**src/rtl/pipeline_event_monitor.sv**
```systemverilog
// Cycle/stall/flush/retire event monitor for the 5-stage MIPS pipeline.
// Registered outputs only; counters saturate; run-limit moves the monitor into a frozen DONE state.
module pipeline_event_monitor #(
  parameter int CNT_W       = 32,
  parameter int CYCLE_LIMIT = 30
) (
  input  logic             clk_i,
  input  logic             rst_i,
  input  logic             start_i,
  input  logic             stall_i,
  input  logic             flush_i,
  input  logic             retire_i,
  input  logic             clear_i,
  output logic [CNT_W-1:0] cycle_cnt_o,
  output logic [CNT_W-1:0] stall_cnt_o,
  output logic [CNT_W-1:0] flush_cnt_o,
  output logic [CNT_W-1:0] retire_cnt_o,
  output logic             running_o,
  output logic             done_o
);

  typedef enum logic [1:0] {
    S_IDLE = 2'd0,
    S_RUN  = 2'd1,
    S_DONE = 2'd2
  } state_t;

  // A limit wider than the counter can never be reached, so it disables the limit.
  localparam logic [63:0]      LIM_64  = 64'(CYCLE_LIMIT);
  localparam logic [63:0]      CNT_MAX = (64'd1 << CNT_W) - 64'd1;
  localparam bit               LIM_EN  = (CYCLE_LIMIT != 0) && (LIM_64 <= CNT_MAX);
  localparam logic [CNT_W-1:0] LIM_CNT = LIM_64[CNT_W-1:0];
  localparam logic [CNT_W-1:0] ONE     = CNT_W'(1);

  state_t           r_state;
  logic [CNT_W-1:0] r_cycle_cnt;
  logic [CNT_W-1:0] r_stall_cnt;
  logic [CNT_W-1:0] r_flush_cnt;
  logic [CNT_W-1:0] r_retire_cnt;
  logic             r_running;
  logic             r_done;

  logic [CNT_W-1:0] w_cycle_nxt;
  logic [CNT_W-1:0] w_stall_nxt;
  logic [CNT_W-1:0] w_flush_nxt;
  logic [CNT_W-1:0] w_retire_nxt;
  logic             w_limit_hit;

  assign w_cycle_nxt  = (&r_cycle_cnt)  ? r_cycle_cnt  : r_cycle_cnt  + ONE;
  assign w_stall_nxt  = (&r_stall_cnt)  ? r_stall_cnt  : r_stall_cnt  + ONE;
  assign w_flush_nxt  = (&r_flush_cnt)  ? r_flush_cnt  : r_flush_cnt  + ONE;
  assign w_retire_nxt = (&r_retire_cnt) ? r_retire_cnt : r_retire_cnt + ONE;
  assign w_limit_hit  = LIM_EN && (w_cycle_nxt == LIM_CNT);

  always_ff @(posedge clk_i or posedge rst_i) begin
    if (rst_i) begin
      r_state      <= S_IDLE;
      r_cycle_cnt  <= '0;
      r_stall_cnt  <= '0;
      r_flush_cnt  <= '0;
      r_retire_cnt <= '0;
      r_running    <= 1'b0;
      r_done       <= 1'b0;
    end else if (clear_i) begin
      r_state      <= S_IDLE;
      r_cycle_cnt  <= '0;
      r_stall_cnt  <= '0;
      r_flush_cnt  <= '0;
      r_retire_cnt <= '0;
      r_running    <= 1'b0;
      r_done       <= 1'b0;
    end else begin
      case (r_state)
        S_IDLE: begin
          if (start_i) begin
            r_state   <= S_RUN;
            r_running <= 1'b1;
          end
        end
        S_RUN: begin
          if (!start_i) begin
            r_state   <= S_IDLE;
            r_running <= 1'b0;
          end else begin
            r_cycle_cnt <= w_cycle_nxt;
            // A cycle that both flushes and stalls is accounted as a flush only.
            if (flush_i) begin
              r_flush_cnt <= w_flush_nxt;
            end else if (stall_i) begin
              r_stall_cnt <= w_stall_nxt;
            end
            if (retire_i) begin
              r_retire_cnt <= w_retire_nxt;
            end
            if (w_limit_hit) begin
              r_state   <= S_DONE;
              r_running <= 1'b0;
              r_done    <= 1'b1;
            end
          end
        end
        S_DONE: begin
          r_state <= S_DONE;
        end
        default: begin
          r_state   <= S_IDLE;
          r_running <= 1'b0;
          r_done    <= 1'b0;
        end
      endcase
    end
  end

  assign cycle_cnt_o  = r_cycle_cnt;
  assign stall_cnt_o  = r_stall_cnt;
  assign flush_cnt_o  = r_flush_cnt;
  assign retire_cnt_o = r_retire_cnt;
  assign running_o    = r_running;
  assign done_o       = r_done;

endmodule
```
**config.mk**
```make
export PLATFORM = sky130hd
export DESIGN_NAME = pipeline_event_monitor
export DESIGN_NICKNAME = d
export VERILOG_FILES = /design/src/rtl/pipeline_event_monitor.sv
export SDC_FILE = /design/constraint.sdc
export NUM_CORES = 1
export LEC_CHECK = 0
export ABC_CLOCK_PERIOD_IN_PS = 7900
export CELL_PAD_IN_SITES_DETAIL_PLACEMENT = 1
export CELL_PAD_IN_SITES_GLOBAL_PLACEMENT = 2
export CORE_MARGIN = 4
export CORE_UTILIZATION = 42
export CTS_CLUSTER_DIAMETER = 120
export DETAILED_ROUTE_END_ITERATION = 10
export DONT_BUFFER_PORTS = 1
export GPL_ROUTABILITY_DRIVEN = 0
export PLACE_DENSITY_LB_ADDON = 0.1
export SYNTH_ARGS = -nofsm -noshare
export SYNTH_HDL_FRONTEND = slang
export SYNTH_SLANG_ARGS = --single-unit
```
**constraint.sdc**
```tcl
create_clock -name clk_i -period 7.9 [get_ports clk_i]
set_input_delay 1.58 -clock clk_i [delete_from_list [all_inputs] [get_ports clk_i]]
set_output_delay 1.58 -clock clk_i [all_outputs]
set_load 0.02 [all_outputs]
```
==> metrics <==
Synth top area share=a little under half; Ports=between 100 and 150; hold endpoint=r_state[1]; Root Driver=clkbuf_16; VDD IR-drop max=~0.00015 V; DR vias=around 6000; largest net degree at the start of global routing=roughly 140; delay-heaviest family, CP=simple AND/OR/NAND/NOR gates; dominant cells by area after synthesis=dfrtp_1 45%, xor2_1 8.4%, nor2_1 7.4%, xnor2_1 5.6%, nand2_1 3.3%; reg2reg setup slack=around 4200 ps; DRC=0; Die X=~140 um; routed wl met3=between 1 and 1.5 mm; Min-Delay Path Class=flip-flop to flip-flop; Slew @ Worst Pin=1060 ps; Worst path slowest cell=nor3_2; detailed placement HPWL=about 14 mm; Rows=47; flip-flop and latch count after synthesis=132; Min-Delay Path Depth=2; Worst Reg2Reg Path Length in Cells=8; die height=between 100 and 150 um; DR iter-0 viols=243; count leader, synth=nor2_1; PostCTS Resize Cnt=0; drt wl/cell=between 15 and 20 um; Initial Util=a little over two fifths; DR top layer=met4; Metal-1 WL=8.70 mm; Max FO, Critical Path=13; R2R Path End=r_state[0]; max incr delay on CP=about 760 ps; antenna cells=0; Hold Slack=between 500 and 600 ps; vias in the first global route=about 6100; met2 WL post-DR=just under 10 mm; status=complete, no violations; RSZ-0062 raised after global routing=false; ys async rst share=100%; first-pass GRT wire length=about 33 mm; Core ar.=16800 um2; Final Slew Violations=0; Distinct cells, synth=57; Die ar.=between 15000 and 20000 um2; Setup Crit Path Kind=flip-flop to flip-flop; register area share after synthesis=between 40% and 50%; # setup viols final=0; Yosys Warn Count=0; crit path buf inv count=0; Fill cells=between 1500 and 2000; Cells after Synth=806; post-route minimum period=about 3700 ps; Worst slew margin=28.6%; Final Power=between 0.0015 and 0.002 W; Synth top cells by count=144 x nor2_1, 132 x dfrtp_1, 70 x xor2_1, 64 x nand2_1; crit path capture type=flip-flop; maximum clock rate=between 0.2 and 0.3 GHz; crit-path cells=nand4_2 -> nor3_2 -> a31oi_2 -> a311oi_1 -> o2111ai_1 -> a211oi_1 -> nand3_1 -> and3b_1; Power Dens Cells=196 nW/um2; Synth Flop Type=dfrtp_1; Setup Buffers After CTS=0; Area Overhead vs Synth=10.9%; synthesized cell area=roughly 7300 um2; number of H-tree levels=4; Synth area leader=dfrtp_1; Syn Area/Cell=9.05 um2; Crit Reg-Reg Startpoint=cycle_cnt_o[16]; final hold violation count=0; Hold Crit Start=r_state[1]; CP required=8200 ps; Reg clk slew, reported paths=60 ps; hold_buf cts=0; Total GRT Usage=between 20% and 30%; cts bufs inserted=17; Mapped Nets=approximately 820; initial antenna violation count=0; CTS max path bufs=2; PortBufs=0; EDFF count, synth=0; Clock Latency Late Sink=420 ps; TritonRoute pass-1 iters=4; antenna-violating nets left=0; max_cap viols=0; crit share post-route=between 40% and 50%; CTS tree=yes; grt total ovfl=0; CP startpoint kind=flip-flop; Routed WL=approximately 20 mm; P_leak=~3.3 nW; final clock skew=roughly 10 ps; fraction of layout instances using a drive strength above 1=roughly 7.1%; Setup TNS=0 ps; Arr. time, crit path=approximately 4000 ps; vias per cell=approximately 5.7; nets@finish=about 810; clk sinks=approximately 130
power by group:
part / leakage, nW / switching [W] / internal [W]
Combinational: 1.12 / 0.0000195 / 0.00000428
Clock: 0.316 / 0.000308 / 0.000567
Sequential: 1.84 / 0.00000477 / 0.000678
Total: 3.28 / 0.000333 / 0.00125
worst reg2reg max path: cells and delay by family, from the launching register on:
family	cells	cell delay, ps
and+or+nand+nor	4	1460
AOI/OAI and AO/OA	4	1460
DFF	1	700
routing by layer:
layer | vias to the layer above | track usage (%)
met4 | 0 | 5.35
li1 | 2784 | -
met2 | 115 | 33.5
met3 | 16 | 7.00
met5 | - | 0
met1 | 2976 | 26.0
logic make-up (layout without fill, tap and decap cells):
kind of cell / after synthesis / after routing / synth area share (%)
AO/OA/AOI/OAI: 76 / 76 / 6.62
buffers and inverters: 49 / 50 / 2.92
AND/OR/NAND/NOR: 422 / 422 / 29.6
flip-flops: 132 / 132 / 45.3
multiplexers: 6 / 6 / 0.841
adder cells (fa/ha/maj): 4 / 4 / 0.686
XOR/XNOR: 117 / 117 / 14.1
worst max path at each step:
stage,end,slack [ps],cells after the start,startpoint
detailed placement,retire_cnt_o[25],3850,7,start_i
global route,r_state[0],3890,8,cycle_cnt_o[16]
CTS,r_state[0],4200,8,cycle_cnt_o[16]
floorplan,cycle_cnt_o[0],2790,1,rst_i
finish,r_state[0],4170,8,cycle_cnt_o[16]
global placement,retire_cnt_o[19],4060,7,start_i
final cells by class:
type                            count  area, um2  share of cell area [%]
Multi-Input combinational cell    625       3780                    46.7
Inverter                           17       68.8                   0.851
Timing Repair Buffer                2       15.0                   0.186
Tap cell                          220        275                    3.40
Sequential cell                   132       3300                    40.9
Clock inverter                     13        208                    2.57
Clock buffer                       18        439                    5.43
state kept, by name (all words and copies together), names as in the netlist:
signal	flops
r_state	2
retire_cnt_o	32
stall_cnt_o	32
cycle_cnt_o	32
done_o	1
flush_cnt_o	32
running_o	1
through the flow:
step	utilization [%]	worst slack, ps	instances	area [um2]
floorplan	-	2790	806	7290
global placement	44.2	4060	996	7440
detailed placement	44.2	3850	996	7440
CTS	48.1	4200	1027	8090
global route	48.1	3890	1027	8090
finish	48.1	4170	1027	8090
cells in the final DEF (no fill, tap or decap), drive strengths merged, types with 5 or more instances in the layout:
master	count
nor3	22
mux2i	5
inv	17
nor2	144
o21ai	24
and2	10
nand4	39
nand2	66
xor2	70
nor4	10
dfrtp	132
and4	16
nand3	49
bufinv	5
o2111ai	5
and3	25
a21oi	25
xnor2	47
clkbuf	18
clkinv	7
or3	25
a31oi	7
(Power assumes the default switching activity.)
